### src/rtl/icache_mem_responder_pkg.sv
// Package cache_defs: icache fill widths, derived constants and the
// state encoding shared by the icache_mem_responder files.
package cache_defs;

    localparam int ICACHE_ADDR_WIDTH     = 32;
    localparam int ICACHE_LINE_WIDTH     = 128;
    localparam int ICACHE_DATA_WIDTH     = 32;
    localparam int ICACHE_OFFSET_BITS    = $clog2(ICACHE_LINE_WIDTH / 8);
    localparam int ICACHE_BEATS          = ICACHE_LINE_WIDTH / ICACHE_DATA_WIDTH;
    localparam int ICACHE_TIMEOUT_CYCLES = 255;

    typedef enum logic [2:0] {
        IDLE,
        READ,
        DRAIN,
        RESP,
        GAP
    } type_icache_mem_state_e;

endpackage

### src/rtl/icache_mem_responder_if.sv
// Line-fill request/response and word-wide memory bus of the responder.
// slave = responder side, master = icache controller plus memory side.
interface icache_mem_responder_if
    import cache_defs::*;
#(
    parameter int ADDR_WIDTH = ICACHE_ADDR_WIDTH,
    parameter int LINE_WIDTH = ICACHE_LINE_WIDTH,
    parameter int WORD_WIDTH = ICACHE_DATA_WIDTH
);

    logic                  icache2mem_req_i;
    logic [ADDR_WIDTH-1:0] icache2mem_addr_i;
    logic                  icache_kill_i;
    logic                  mem2icache_ack_o;
    logic [LINE_WIDTH-1:0] mem2icache_data_o;
    logic                  mem2icache_err_o;
    logic                  mem_req_o;
    logic [ADDR_WIDTH-1:0] mem_addr_o;
    logic [WORD_WIDTH-1:0] mem_rdata_i;
    logic                  mem_ack_i;

    modport slave (
        input  icache2mem_req_i,
        input  icache2mem_addr_i,
        input  icache_kill_i,
        input  mem_rdata_i,
        input  mem_ack_i,
        output mem2icache_ack_o,
        output mem2icache_data_o,
        output mem2icache_err_o,
        output mem_req_o,
        output mem_addr_o
    );

    modport master (
        output icache2mem_req_i,
        output icache2mem_addr_i,
        output icache_kill_i,
        output mem_rdata_i,
        output mem_ack_i,
        input  mem2icache_ack_o,
        input  mem2icache_data_o,
        input  mem2icache_err_o,
        input  mem_req_o,
        input  mem_addr_o
    );

endinterface

### src/rtl/icache_mem_responder_line_assembler.sv
// icache_line_assembler: beat counter, slot write decode and line
// register that collects memory words into one cache line.
module icache_line_assembler
    import cache_defs::*;
#(
    parameter int LINE_WIDTH = ICACHE_LINE_WIDTH,
    parameter int WORD_WIDTH = ICACHE_DATA_WIDTH
) (
    input  logic                  clk_i,
    input  logic                  rst_ni,
    input  logic                  start,
    input  logic                  wr,
    input  logic                  clear,
    input  logic [WORD_WIDTH-1:0] rdata,
    output logic                  last,
    output logic [LINE_WIDTH-1:0] line
);

    localparam int BEATS  = LINE_WIDTH / WORD_WIDTH;
    localparam int BEAT_W = (BEATS > 1) ? $clog2(BEATS) : 1;
    localparam logic [BEAT_W-1:0] LAST_BEAT = BEAT_W'(BEATS - 1);

    logic [BEAT_W-1:0]                beat_q;
    logic [BEATS-1:0][WORD_WIDTH-1:0] line_q;

    assign last = (beat_q == LAST_BEAT);
    assign line = line_q;

    // Beat index: restarts on a new fill, advances on each accepted word.
    always_ff @(posedge clk_i or negedge rst_ni) begin
        if (!rst_ni) begin
            beat_q <= '0;
        end else if (start) begin
            beat_q <= '0;
        end else if (wr) begin
            beat_q <= beat_q + 1'b1;
        end
    end

    // Line register: the current beat's slot takes the word; clear zeroes it.
    always_ff @(posedge clk_i or negedge rst_ni) begin
        if (!rst_ni) begin
            line_q <= '0;
        end else if (clear) begin
            line_q <= '0;
        end else begin
            for (int i = 0; i < BEATS; i++) begin
                if (wr && (beat_q == BEAT_W'(i))) begin
                    line_q[i] <= rdata;
                end
            end
        end
    end

endmodule

### src/rtl/icache_mem_responder.sv
// Icache line-fill responder: reads a line as word beats from memory.
// Optional per-beat watchdog enabled by ICACHE_MEM_TIMEOUT_EN.
module icache_mem_responder
    import cache_defs::*;
#(
    parameter int ADDR_WIDTH     = ICACHE_ADDR_WIDTH,
    parameter int LINE_WIDTH     = ICACHE_LINE_WIDTH,
    parameter int WORD_WIDTH     = ICACHE_DATA_WIDTH,
    parameter int TIMEOUT_CYCLES = ICACHE_TIMEOUT_CYCLES
) (
    input  logic                  clk_i,
    input  logic                  rst_ni,
    icache_mem_responder_if.slave bus
);

    localparam int OFF_BITS = $clog2(LINE_WIDTH / 8);
    localparam logic [ADDR_WIDTH-1:0] WORD_BYTES =
        ADDR_WIDTH'(WORD_WIDTH / 8);

    type_icache_mem_state_e state_q;

    logic                  req_q;
    logic                  ack_q;
    logic [ADDR_WIDTH-1:0] addr_q;
    logic [ADDR_WIDTH-1:0] base;
    logic                  accept;
    logic                  beat_wr;
    logic                  last_beat;
    logic                  tmo_hit;
    logic                  clear_line;
    logic [LINE_WIDTH-1:0] line;
    logic                  unused_off;

    assign base = {bus.icache2mem_addr_i[ADDR_WIDTH-1:OFF_BITS],
                   {OFF_BITS{1'b0}}};
    assign unused_off = ^bus.icache2mem_addr_i[OFF_BITS-1:0];

    assign accept = (state_q == IDLE)
                  && bus.icache2mem_req_i
                  && !bus.icache_kill_i;

    assign beat_wr = (state_q == READ)
                   && bus.mem_ack_i
                   && !bus.icache_kill_i;

    assign clear_line = tmo_hit
                      && (state_q == READ)
                      && !bus.icache_kill_i;

    assign bus.mem_req_o         = req_q;
    assign bus.mem_addr_o        = addr_q;
    assign bus.mem2icache_ack_o  = ack_q;
    assign bus.mem2icache_data_o = line;

`ifdef ICACHE_MEM_TIMEOUT_EN
    localparam int TMO_W = $clog2(TIMEOUT_CYCLES + 1);
    localparam logic [TMO_W-1:0] TMO_LAST = TMO_W'(TIMEOUT_CYCLES - 1);

    logic [TMO_W-1:0] tmo_q;
    logic             err_q;

    assign tmo_hit = req_q && !bus.mem_ack_i && (tmo_q == TMO_LAST);
    assign bus.mem2icache_err_o = err_q;

    // Watchdog: cycles the current word request has waited for its ack.
    always_ff @(posedge clk_i or negedge rst_ni) begin
        if (!rst_ni) begin
            tmo_q <= '0;
        end else if (!req_q || bus.mem_ack_i) begin
            tmo_q <= '0;
        end else if (!tmo_hit) begin
            tmo_q <= tmo_q + 1'b1;
        end
    end
`else
    logic unused_tmo;

    assign tmo_hit = 1'b0;
    assign unused_tmo = ^TIMEOUT_CYCLES;
    assign bus.mem2icache_err_o = 1'b0;
`endif

    // Fill sequencer: IDLE -> READ -> RESP -> GAP, DRAIN after a kill.
    always_ff @(posedge clk_i or negedge rst_ni) begin
        if (!rst_ni) begin
            state_q <= IDLE;
            req_q   <= 1'b0;
            addr_q  <= '0;
            ack_q   <= 1'b0;
`ifdef ICACHE_MEM_TIMEOUT_EN
            err_q   <= 1'b0;
`endif
        end else begin
            ack_q <= 1'b0;
            unique case (state_q)
                IDLE: begin
                    if (accept) begin
                        state_q <= READ;
                        req_q   <= 1'b1;
                        addr_q  <= base;
`ifdef ICACHE_MEM_TIMEOUT_EN
                        err_q   <= 1'b0;
`endif
                    end
                end
                READ: begin
                    if (bus.icache_kill_i) begin
                        if (bus.mem_ack_i) begin
                            state_q <= IDLE;
                            req_q   <= 1'b0;
                        end else begin
                            state_q <= DRAIN;
                        end
                    end else if (bus.mem_ack_i) begin
                        if (last_beat) begin
                            state_q <= RESP;
                            req_q   <= 1'b0;
                            ack_q   <= 1'b1;
                        end else begin
                            addr_q <= addr_q + WORD_BYTES;
                        end
                    end else if (tmo_hit) begin
                        state_q <= RESP;
                        req_q   <= 1'b0;
                        ack_q   <= 1'b1;
`ifdef ICACHE_MEM_TIMEOUT_EN
                        err_q   <= 1'b1;
`endif
                    end
                end
                DRAIN: begin
                    if (bus.mem_ack_i || tmo_hit) begin
                        state_q <= IDLE;
                        req_q   <= 1'b0;
                    end
                end
                RESP: begin
                    state_q <= GAP;
                end
                GAP: begin
                    state_q <= IDLE;
                end
                default: begin
                    state_q <= IDLE;
                end
            endcase
        end
    end

    icache_line_assembler #(
        .LINE_WIDTH (LINE_WIDTH),
        .WORD_WIDTH (WORD_WIDTH)
    ) u_asm (
        .clk_i  (clk_i),
        .rst_ni (rst_ni),
        .start  (accept),
        .wr     (beat_wr),
        .clear  (clear_line),
        .rdata  (bus.mem_rdata_i),
        .last   (last_beat),
        .line   (line)
    );

endmodule
### src/flat_wrapper.sv
// flat-port wrapper written by rule: the top's interface ports become plain ports
module icache_mem_responder_flat import cache_defs::*;
#(
    parameter int ADDR_WIDTH     = ICACHE_ADDR_WIDTH,
    parameter int LINE_WIDTH     = ICACHE_LINE_WIDTH,
    parameter int WORD_WIDTH     = ICACHE_DATA_WIDTH,
    parameter int TIMEOUT_CYCLES = ICACHE_TIMEOUT_CYCLES
)
  (clk_i, rst_ni, bus_icache2mem_req_i, bus_icache2mem_addr_i, bus_icache_kill_i, bus_mem_rdata_i, bus_mem_ack_i, bus_mem2icache_ack_o, bus_mem2icache_data_o, bus_mem2icache_err_o, bus_mem_req_o, bus_mem_addr_o);
  icache_mem_responder_if #(.ADDR_WIDTH(ADDR_WIDTH), .LINE_WIDTH(LINE_WIDTH), .WORD_WIDTH(WORD_WIDTH)) bus_i ();
  input  logic clk_i;
  input  logic rst_ni;
  input wire logic [$bits(bus_i.icache2mem_req_i)-1:0] bus_icache2mem_req_i;
  input wire logic [$bits(bus_i.icache2mem_addr_i)-1:0] bus_icache2mem_addr_i;
  input wire logic [$bits(bus_i.icache_kill_i)-1:0] bus_icache_kill_i;
  input wire logic [$bits(bus_i.mem_rdata_i)-1:0] bus_mem_rdata_i;
  input wire logic [$bits(bus_i.mem_ack_i)-1:0] bus_mem_ack_i;
  output wire logic [$bits(bus_i.mem2icache_ack_o)-1:0] bus_mem2icache_ack_o;
  output wire logic [$bits(bus_i.mem2icache_data_o)-1:0] bus_mem2icache_data_o;
  output wire logic [$bits(bus_i.mem2icache_err_o)-1:0] bus_mem2icache_err_o;
  output wire logic [$bits(bus_i.mem_req_o)-1:0] bus_mem_req_o;
  output wire logic [$bits(bus_i.mem_addr_o)-1:0] bus_mem_addr_o;
  assign bus_i.icache2mem_req_i = bus_icache2mem_req_i;
  assign bus_i.icache2mem_addr_i = bus_icache2mem_addr_i;
  assign bus_i.icache_kill_i = bus_icache_kill_i;
  assign bus_i.mem_rdata_i = bus_mem_rdata_i;
  assign bus_i.mem_ack_i = bus_mem_ack_i;
  assign bus_mem2icache_ack_o = bus_i.mem2icache_ack_o;
  assign bus_mem2icache_data_o = bus_i.mem2icache_data_o;
  assign bus_mem2icache_err_o = bus_i.mem2icache_err_o;
  assign bus_mem_req_o = bus_i.mem_req_o;
  assign bus_mem_addr_o = bus_i.mem_addr_o;
  icache_mem_responder #(.ADDR_WIDTH(ADDR_WIDTH), .LINE_WIDTH(LINE_WIDTH), .WORD_WIDTH(WORD_WIDTH), .TIMEOUT_CYCLES(TIMEOUT_CYCLES)) u_core (.clk_i(clk_i), .rst_ni(rst_ni), .bus(bus_i));
endmodule
### config.mk
export PLATFORM = sky130hd
export DESIGN_NAME = icache_mem_responder_flat
export DESIGN_NICKNAME = d
export VERILOG_FILES = /design/src/rtl/icache_mem_responder_pkg.sv /design/src/rtl/icache_mem_responder_if.sv /design/src/rtl/icache_mem_responder_line_assembler.sv /design/src/rtl/icache_mem_responder.sv /design/src/flat_wrapper.sv
export SDC_FILE = /design/constraint.sdc
export NUM_CORES = 1
export LEC_CHECK = 0
export ABC_CLOCK_PERIOD_IN_PS = 3300
export CORE_ASPECT_RATIO = 1.25
export CORE_MARGIN = 4
export CORE_UTILIZATION = 50
export DETAILED_ROUTE_END_ITERATION = 12
export PLACE_DENSITY = 0.91
export SLEW_MARGIN = 20
export SYNTH_ARGS = -nofsm -noshare
export SYNTH_HDL_FRONTEND = slang
export SYNTH_SLANG_ARGS = --single-unit
### constraint.sdc
create_clock -name clk_i -period 3.3 [get_ports clk_i]
set_clock_uncertainty 0.05 [all_clocks]
set_input_delay 0.495 -clock clk_i [delete_from_list [all_inputs] [get_ports clk_i]]
set_output_delay 0.495 -clock clk_i [all_outputs]
set_load 0.02 [all_outputs]
==> implementation parameters <==
Parameter                              Value

Finish
  Number of nets in the layout ... around 850
  Area taken by multi-input logic gates ... approximately 2700 sq um
  Number of diodes added for antenna fixing ... 0
  FF+latch area ... ~4100 sq um
  Top library cells by usage in the layout, fill and taps aside ... sky130_fd_sc_hd__clkdlybuf4s50_1 (223), sky130_fd_sc_hd__dfrtp_1 (165), sky130_fd_sc_hd__mux2_2 (128)
  Filler instances ... between 800 and 900
  Most common cell after layout, fill and taps aside ... sky130_fd_sc_hd__clkdlybuf4s50_1
  Core utilization of the finished layout ... 0.728
  Fraction of final layout cells with drive strength greater than 1 ... 0.223
  Area growth from synthesis to layout ... 43.1%
  Final instance area ... roughly 10000 sq um

Yosys
  Summed instance area of the synthesized netlist ... roughly 7000 sq um
  Top flip-flop cell by instance count after synthesis ... sky130_fd_sc_hd__dfrtp_1
  Post-synth EDFFs ... 0
  Yosys reg bits ... 165
  Register area share after synthesis ... 0.590
  Asr flop ratio synth ... 1.00
  Synthesized instance count ... roughly 550
  Warning count from the yosys run ... 0
  Number of unique standard cell types used by synthesis ... 48
  Mean instance size in the synthesized netlist ... around 13 sq um

CTS
  Sink Count ... 165
  Cell chosen for the clock root ... sky130_fd_sc_hd__clkbuf_16
  Buffers from clock root to sink, at most ... 2
  Clock latency on the worst-skew pair ... 420 ps
  CTS tree ... built
  # H-tree levels ... 4
  Post-cts gate resize count ... 0
  Hold-fix buffers, CTS ... 0
  Clock transition at the registers of the reported paths ... 60 ps
  Number of buffers added by the clock tree synthesis step ... 17
  Setup repair bufs after CTS ... 0

Critical path
  Destination of the worst register-to-register timing path ... u_core.bus.mem_addr_o[31]$_DFFE_PN0P_
  Delay of the slowest cell on the worst path ... 500 ps
  Kind of capture point of the worst setup path ... flip-flop
  Kind of cell adding the most delay to the critical path ... simple AND/OR/NAND/NOR gates
  Ordered list of cells on the worst path ... clkdlybuf4s50_1 -> or3_1 -> nor2_2 -> nand2_1 -> buf_4 -> mux2_2
  Launching point of the worst reg2reg path ... u_core.bus.mem_addr_o[7]$_DFFE_PN0P_
  Critical path buffers and inverters ... 2
  Worst endpoint data arrival time ... approximately 2500 ps
  Biggest fanout along the worst timing path ... 32
  Internal reg-to-reg setup slack ... 1130 ps
  CP max-delay cell ... sky130_fd_sc_hd__or3_1
  CP startpoint kind ... input port
  Critical path start-end classification ... in -> reg
  Worst Reg2Reg Path Length in Cells ... 6
  Critical path data required time ... 3550 ps

Place
  Detailed placement HPWL ... between 10000 and 15000 microns
  Area after detailed placement ... roughly 9500 sq um
  Number of buffer cells added on primary ports ... around 220
  Final GP Congestion ... 0.905
  Placement-stage worst setup slack ... a little under 600 ps

Floorplanning
  Row count ... 48
  Die Footprint ... roughly 16000 sq um
  Die width ... roughly 110 microns
  Area of the core region ... roughly 14000 sq um
  Number of ports placed on the die boundary ... ~230
  Effective utilization at floorplan ... 0.509
  Vert. Die Dim ... roughly 140 microns

Run status
  Outcome ... finished, final reports clean

Power
  Leakage power figure ... 4.46 nW
  Switching power of the nets ... about 2.8 mW
  Reg power frac ... 0.381
  Largest voltage drop on the vdd net ... between 0.6 and 0.7 mV
  Power share of the clock group ... 0.231
  Int Power ... roughly 5.3 mW
  Share of power burned in combinational logic ... 0.388
  Pwr/cell area ... 808 nW/um^2
  Net Sw Frac ... 0.348

STA
  Final number of max-transition violations ... 0
  Final min period ... 2270 ps
  Finish-stage setup viols ... 0
  Max Clk Rate ... approximately 440 MHz
  Sum Neg Setup Slack ... 0 ps
  Setup repair after global routing missed its margin ... no
  Worst setup slack after layout ... 1030 ps
  Count of final hold-check violations ... 0
  Share of the clock period used by the worst path after layout ... 0.687
  Actual transition at the worst max-transition pin ... roughly 720 ps
  Worst slew slack as a fraction of its limit ... 0.520

GRT
  Vias in the first global route ... 5973
  Number of antenna violations at the first check in global routing ... 0
  Overall overflow remaining after global route ... 0
  Wire length of the first global-routing pass ... about 33000 microns
  Combined global-route utilization of all metal layers ... 0.261
  Pin count of the biggest net entering global routing ... 79

Drt
  Antenna-violating nets left ... 0
  Number of DRC markers in iteration 0 ... roughly 490
  Final routed wire length divided by cell count ... roughly 21 microns
  Via count ... roughly 5600
  Total Routed Length ... 20500 microns
  Number of remaining DRC errors ... 0
  Vias per Instance ... 5.78
  Number of iterations in the first detailed-routing pass ... 5

Flow run
  Maximum capacitance violations ... 0

Hold path
  Worst hold path class ... in -> async
-- sequential cells by signal, indices dropped and copies added, names as in the netlist --
| register | count |
|---|---|
| u_core.u_asm.beat_q | 2 |
| u_core.u_asm.line | 128 |
| u_core.bus.mem_req_o | 1 |
| u_core.bus.mem_addr_o | 30 |
| u_core.state_q | 3 |
| u_core.bus.mem2icache_ack_o | 1 |
-- power groups by stage --
stage	clock (mW)	sequential (mW)	combinational, mW
2_1_floorplan	0	3.77	0.732
3_3_place_gp	0	3.03	3.04
3_5_place_dp	0	3.09	3.13
4_1_cts	1.90	3.07	3.16
5_1_grt	1.98	3.16	3.31
6_report	1.87	3.08	3.14
-- logic make-up (layout without fill, tap and decap cells) --
family                     Yosys count  after routing  synth area share
DFF                                165            165             0.590
muxes                              130            130             0.209
other                                1              3          0.000536
adders and majority gates            5              5           0.00894
and+or+nand+nor                    117            117            0.0835
buffers and inverters               39            278            0.0238
AOI/OAI and AO/OA                   91             91            0.0828
xor gates and xnor gates             1              1           0.00125
-- routing by layer --
layer	vias to the layer above	share of wire	track usage
met5	-	0	0
met4	0	0.022	0.0807
met3	37	0.11	0.118
met2	292	0.52	0.450
met1	2801	0.35	0.288
li1	2451	-	-
-- metrics by stage --
stage                     power, mW  instances  hold slack, ps
final                          8.09        965            52.0
after global routing           8.44        965             107
after CTS                      8.14        965            80.5
after detailed placement       6.22        934             425
after global placement         6.07        934             409
after floorplan                4.50        551             149
-- worst max path at each step --
stage,start,end,slack (ps),cells past startpoint
2_1_floorplan,bus_icache_kill_i,u_core.bus.mem_addr_o[31]$_DFFE_PN0P_,1120,7
3_3_place_gp,bus_icache_kill_i,u_core.u_asm.line[87]$_DFFE_PN0P_,660,6
3_5_place_dp,bus_icache_kill_i,u_core.u_asm.line[45]$_DFFE_PN0P_,600,6
4_1_cts,bus_icache_kill_i,u_core.u_asm.line[95]$_DFFE_PN0P_,1040,6
5_1_grt,bus_icache_kill_i,u_core.u_asm.line[92]$_DFFE_PN0P_,940,6
6_report,bus_icache_kill_i,u_core.u_asm.line[5]$_DFFE_PN0P_,1030,6
-- cell usage after synthesis, types with 5 or more instances --
master	count	share of area
sky130_fd_sc_hd__buf_1	12	0.0064
sky130_fd_sc_hd__dfrtp_1	165	0.59
sky130_fd_sc_hd__clkbuf_1	15	0.0080
sky130_fd_sc_hd__mux2_2	128	0.21
sky130_fd_sc_hd__inv_1	7	0.0038
sky130_fd_sc_hd__nand2_1	29	0.016
sky130_fd_sc_hd__and3_1	8	0.0072
sky130_fd_sc_hd__nand3_1	17	0.012
sky130_fd_sc_hd__nand4_1	12	0.011
sky130_fd_sc_hd__nor2_1	26	0.014
sky130_fd_sc_hd__a21oi_1	31	0.022
sky130_fd_sc_hd__ha_1	5	0.0089
sky130_fd_sc_hd__o21ai_0	18	0.013
sky130_fd_sc_hd__o22ai_1	8	0.0072
-- layout make-up --
class | instances | area share
clock buffer | 21 | 0.0450
multi-input combinational | 347 | 0.271
timing repair buffer | 240 | 0.237
clock inverter | 10 | 0.00988
sequential | 165 | 0.413
inverter | 7 | 0.00263
tap | 175 | 0.0219
Note: power is estimated with default switching activity, not from simulation.
